## src/rtl/clock_domain_gen.sv

```systemverilog
// Per-channel clock generator: run-time divide ratio and polarity, tick strobe,
// one pending configuration slot applied at period boundaries, and global phase align.
module clock_domain_gen #(
    parameter int NUM_CH      = 4,
    parameter int DIV_W       = 8,
    parameter int DEFAULT_DIV = 4,
    parameter int CH_W        = 2
) (
    input  logic              clk_i,
    input  logic              rst_i,
    input  logic [NUM_CH-1:0] ch_en_i,
    input  logic              align_i,
    input  logic              cfg_valid_i,
    output logic              cfg_ready_o,
    input  logic [CH_W-1:0]   cfg_ch_i,
    input  logic [DIV_W-1:0]  cfg_div_i,
    input  logic              cfg_inv_i,
    output logic [NUM_CH-1:0] clk_out_o,
    output logic [NUM_CH-1:0] tick_o
);

    logic              ready_q, ready_d;
    logic              pend_q, pend_d;
    logic [CH_W-1:0]   pend_ch_q, pend_ch_d;
    logic [DIV_W-1:0]  pend_div_q, pend_div_d;
    logic              pend_inv_q, pend_inv_d;
    logic [NUM_CH-1:0] apply;
    logic              accept;
    logic              ch_ok;
    logic [DIV_W-1:0]  cfg_div_norm;

    assign cfg_div_norm = (cfg_div_i == '0) ? DIV_W'(1) : cfg_div_i;
    assign accept       = cfg_valid_i && ready_q;
    assign ch_ok        = ({1'b0, cfg_ch_i} < (CH_W+1)'(NUM_CH));
    assign cfg_ready_o  = ready_q;

    // Requests to a non-existent channel are consumed without occupying the slot.
    always_comb begin
        ready_d    = ready_q;
        pend_d     = pend_q;
        pend_ch_d  = pend_ch_q;
        pend_div_d = pend_div_q;
        pend_inv_d = pend_inv_q;
        if (|apply) begin
            pend_d  = 1'b0;
            ready_d = 1'b1;
        end else if (accept && ch_ok) begin
            pend_d     = 1'b1;
            ready_d    = 1'b0;
            pend_ch_d  = cfg_ch_i;
            pend_div_d = cfg_div_norm;
            pend_inv_d = cfg_inv_i;
        end
    end

    always_ff @(posedge clk_i or posedge rst_i) begin
        if (rst_i) begin
            ready_q    <= 1'b1;
            pend_q     <= 1'b0;
            pend_ch_q  <= '0;
            pend_div_q <= '0;
            pend_inv_q <= 1'b0;
        end else begin
            ready_q    <= ready_d;
            pend_q     <= pend_d;
            pend_ch_q  <= pend_ch_d;
            pend_div_q <= pend_div_d;
            pend_inv_q <= pend_inv_d;
        end
    end

    for (genvar gi = 0; gi < NUM_CH; gi++) begin : g_ch
        logic [DIV_W-1:0] cnt_q, cnt_d;
        logic [DIV_W-1:0] div_q, div_d;
        logic             inv_q, inv_d;
        logic             out_q, out_d;
        logic             tick_q, tick_d;
        logic [DIV_W:0]   half;
        logic             bypass;
        logic             wrap;
        logic             sel;

        assign half      = ({1'b0, div_q} + (DIV_W+1)'(1)) >> 1;
        assign bypass    = (div_q == DIV_W'(1));
        assign wrap      = ch_en_i[gi] && !bypass && (cnt_q == div_q - DIV_W'(1));
        assign sel       = pend_q && (pend_ch_q == CH_W'(gi));
        assign apply[gi] = sel && (!ch_en_i[gi] || bypass || wrap);

        // Idle and bypass channels sit at phase 0 so the next divided period starts cleanly.
        always_comb begin
            cnt_d  = '0;
            out_d  = 1'b0;
            tick_d = 1'b0;
            div_d  = div_q;
            inv_d  = inv_q;
            if (ch_en_i[gi] && !bypass) begin
                if (align_i) begin
                    out_d  = 1'b1;
                    tick_d = 1'b1;
                end else begin
                    cnt_d  = wrap ? '0 : cnt_q + DIV_W'(1);
                    out_d  = ({1'b0, cnt_q} < half);
                    tick_d = (cnt_q == '0);
                end
            end
            if (apply[gi]) begin
                div_d = pend_div_q;
                inv_d = pend_inv_q;
                if (pend_div_q == DIV_W'(1)) begin
                    out_d  = 1'b0;
                    tick_d = 1'b0;
                end
            end
        end

        always_ff @(posedge clk_i or posedge rst_i) begin
            if (rst_i) begin
                cnt_q  <= '0;
                div_q  <= DIV_W'(DEFAULT_DIV);
                inv_q  <= 1'b0;
                out_q  <= 1'b0;
                tick_q <= 1'b0;
            end else begin
                cnt_q  <= cnt_d;
                div_q  <= div_d;
                inv_q  <= inv_d;
                out_q  <= out_d;
                tick_q <= tick_d;
            end
        end

        assign clk_out_o[gi] = bypass ? (ch_en_i[gi] ? (clk_i ^ inv_q) : inv_q)
                                      : (out_q ^ inv_q);
        assign tick_o[gi]    = bypass ? ch_en_i[gi] : tick_q;
    end

endmodule
```

## config.mk

```make
export PLATFORM = sky130hd
export DESIGN_NAME = clock_domain_gen
export DESIGN_NICKNAME = d
export VERILOG_FILES = /design/src/rtl/clock_domain_gen.sv
export SDC_FILE = /design/constraint.sdc
export NUM_CORES = 1
export LEC_CHECK = 0
export BUFFER_PORTS_ARGS = -buffer_cell sky130_fd_sc_hd__clkbuf_2
export CORE_MARGIN = 3
export CORE_UTILIZATION = 50
export CTS_CLUSTER_DIAMETER = 120
export DETAILED_ROUTE_END_ITERATION = 8
export PLACE_DENSITY_LB_ADDON = 0.1
export REMOVE_ABC_BUFFERS = 1
export SETUP_SLACK_MARGIN = 0.2
export SYNTH_ARGS = -nofsm -noshare
export SYNTH_HDL_FRONTEND = slang
export SYNTH_SLANG_ARGS = --single-unit
```

## constraint.sdc

```tcl
create_clock -name clk_i -period 5.1 [get_ports clk_i]
set_input_delay 0 -clock clk_i [delete_from_list [all_inputs] [get_ports clk_i]]
set_output_delay 0 -clock clk_i [all_outputs]
set_load 0.03 [all_outputs]
```

* Word-level counts from Yosys, hierarchy flattened *
Cells that the tools add are included.
W data, S select, Z words.

storage, ports and cells
  output and inout port bits = 9
  input bits = 19
  flip-flop bits (word level) = 89

cells by class
  multiplexer cells = 61
  add/subtract/negate cells = 12
  reduce and logical (&&, ||, !) cells = 42
  order comparisons = 4
  equality and inequality tests = 12
  bitwise gates (word level) = 9

operators by type and width
  operator               count
  $mux W8                13
  $mux W1                48
  $eq A8 B1 Y1 const B   5
  $logic_not A8 Y1       5
  $add A8 B1 Y9 const B  4
  $add A8 B1 Y8 const B  4
  $eq A8 B8 Y1           4
  $lt A8 B8 Y1           4
  $sub A8 B1 Y8 const B  4
  $logic_and A1 B1 Y1    17
  $logic_not A1 Y1       8
  $logic_or A1 B1 Y1     8
  $xor A1 B1 Y1          8
  $eq A2 B2 Y1 const B   2
  $reduce_or A4 Y1       1
  $eq A2 B1 Y1 const B   1
  $logic_not A2 Y1       1
  $reduce_and A2 Y1      1
  $reduce_bool A2 Y1     1
  $not A1 Y1             1

* Depth between registers and ports, before layout *
  depth in word-level cells = 9
  depth in mapped cells = 12
  depth with buffers taken out = 10

==> run_results.csv <==
group,metric,value,unit
status,status,"finished clean",
floorplanning,die_area,13500,um^2
finish,final_area,6850,um^2
routing,first_pass_iters,4,
timing,slew_headroom,32.6,%
timing,tightest_slew,1010,ps
cts,cts_tree,"built",
timing,hold_viol_final,0,
grt,grt_use_met2,33.1,%
grt,grt_use_met3,5.48,%
grt,track_usage,22.0,%
floorplanning,die_x,116,um
synthesis,syn_area,6060,um^2
finish,fin_util,59.0,%
synthesis,yosys-top-cells-count,"dfrtp_1 (84), nor2_1 (56), xnor2_1 (53)",
synthesis,synthCells,615,
synthesis,yosysTopAreaCell,"dfrtp_1",
finish,area_delta_synth_final,13.1,%
finish,fin_nets,715,
placed_design,gp_congestion,0.824,
hold_path,holdPathStages,3,
floorplanning,design.core.area,11600,um^2
synthesis,yosysSeqAreaShare,36.9,%
timing,finalSetupTns,0,ps
synthesis,yosysUniqueCellTypes,62,
routing,wl_per_cell,16.7,um
timing,period_needed,3450,ps
finish,antenna_cells,0,
placed_design,dp_slack,1650,ps
floorplanning,io_pins,28,
timing,grt_setup_unrepaired,"no",
finish,drive_gt1_share,17.0,%
hold_path,hold_path.class,"primary input to register",
power,powerDensity,536,nW/um^2
grt,grt_overflow,0,
grt,grt.busiest_layer,"met2",
floorplanning,rows,39,
cts,path_clk_slew,70,ps
grt,antenna_found_initial,0,
routing,drc,0,
floorplanning,die_h,116,um
timing,final.setup_skew,9.33,ps
synthesis,synth.top_cell.area_share,34.7,%
synthesis,avgSynthCellArea,9.85,um^2
cts,postCtsSetupBuffers,0,
floorplanning,start_util,52.2,%
critical_path,cp_max_fo,12,
synthesis,async_flop_share,100,%
cts,clk_latency,460,ps
placed_design,place_area,6240,um^2
routing,vias,4475,
critical_path,required,5450,ps
grt,first_global_vias,4673,
grt,grt_max_degree,80,
routing,viasPerCell,5.62,
synthesis,ys_warn_count,0,
timing,setup_viol,0,
critical_path,critPathKind,"register to register",
placed_design,portBuffers,27,
synthesis,dominantRegCellSynth,"dfrtp_1",
run,cap_violations,0,
synthesis,synth_edf_count,0,
timing,timing.fmax,290,MHz
synthesis,yosysMostFrequentCell,"dfrtp_1",
timing,setup_ws,1650,ps
grt,grt_pass1_wl,23100,um
synthesis,synthTopCellsByArea,"dfrtp_1 (35%), ha_1 (9.9%), xnor2_1 (7.7%)",
power,finalPower,3.67,mW
timing,slew_viol_final,0,
critical_path,arrival,3800,ps
routing,ant_nets,0,
routing,dr.first_iter.drc_count,171,
timing,fin_crit_sh,67.7,%
synthesis,postSynthRegisterBits,89,
critical_path,critPathLaunchType,"register",
routing,wl,13300,um
power,p_leak,3.03,nW
critical_path,crit_path_end_kind,"register",
placed_design,dpl.hpwl,9210,um
critical_path,r2r_cells,10,
grt,grtUsageMet1,29.9,%
power,vdd_drop_max,0.304,mV
## area by class of cell
type                       instances  area, um^2
tap                              143         179
timing repair buffer              43         313
multi-input combinational        470        3580
fill                            1009        4760
clock inverter                     5        78.8
sequential                        89        2230
inverter                          27         103
clock buffer                      19         363
## registers in the layout (all words and copies together) (netlist names)
| name | flops |
|---|---|
| g_ch.cnt_q | 32 |
| g_ch.inv_q | 4 |
| g_ch.div_q | 32 |
| g_ch.tick_q | 4 |
| pend_ch_q | 2 |
| pend_q | 1 |
| g_ch.out_q | 4 |
| pend_div_q | 8 |
| cfg_ready_o | 1 |
| pend_inv_q | 1 |
## final timing paths
kind                                     to  slack (ps)              from
min reg2reg                   g_ch[2].inv_q         540     g_ch[2].inv_q
max in group asynchronous  g_ch[0].cnt_q[6]        3340             rst_i
min                          g_ch[1].tick_q          30           align_i
min in group asynchronous     g_ch[2].out_q         530             rst_i
max                            pend_ch_q[0]        1650  g_ch[1].div_q[0]
max reg2reg                    pend_ch_q[0]        1650  g_ch[1].div_q[0]
## report_power, final
part | internal [mW] | leakage [nW] | switching (mW) | total [mW]
Sequential | 0.930 | 1.12 | 0.421 | 1.35
Clock | 0.612 | 0.252 | 0.391 | 1.00
Combinational | 0.717 | 1.66 | 0.599 | 1.32
## repair_timing
action                                 in CTS  in global routing
endpoints found under the hold margin      31                  0
hold buffers                               19                  0
gates resized for setup                     0                  0
## layer usage
layer / wire length [um] / part of all wire, % / up-vias
li1: - / - / 2212
met1: 6340 / 48 / 2176
met2: 6180 / 46 / 64
met3: 512 / 3.8 / 23
met4: 282 / 2.1 / 0
met5: 0 / 0 / -
## critical path, cell delays in order (launching register included)
cell and delay, ps:
dfrtp_1 480, inv_1 120, ha_1 280, xnor2_1 140, o2bb2ai_1 130, a2111oi_0 490, nand4_1 180, a311o_1 560
nor4bb_4 260, nand3_2 320, mux2_2 380
## cells by family (layout without fill, tap and decap cells)
| family | after synthesis | after routing | synth area share (%) |
|---|---|---|---|
| buffers and inverters | 56 | 94 | 3.99 |
| adder cells (fa/ha/maj) | 48 | 48 | 9.92 |
| multiplexers | 44 | 44 | 8.70 |
| AND/OR/NAND/NOR | 213 | 213 | 18.8 |
| flip-flops | 89 | 89 | 36.9 |
| XOR/XNOR | 94 | 94 | 13.7 |
| AO/OA/AOI/OAI | 71 | 71 | 8.02 |
## stage by stage
stage	cells	hold slack, ps
2_1_floorplan	586	63.0
3_3_place_gp	757	-105
3_5_place_dp	757	-106
4_1_cts	796	18.4
5_1_grt	796	69.9
6_report	796	26.5
## cell usage in the layout (no fill, tap or decap), drive strengths merged, types with 5 or more instances in the layout
cell type / n
nor4b: 6
xnor2: 54
and3: 12
clkbuf: 42
inv: 26
dfrtp: 84
nand3: 37
o21ai: 18
nor3: 20
xor2: 40
nor2b: 7
a21o: 12
ha: 48
nor2: 56
mux2: 42
a21oi: 15
nor4: 5
a31oi: 6
nand4: 10
dlygate4sd3: 19
dfstp: 5
nand2: 35
Power figures use the tool's default switching activity.
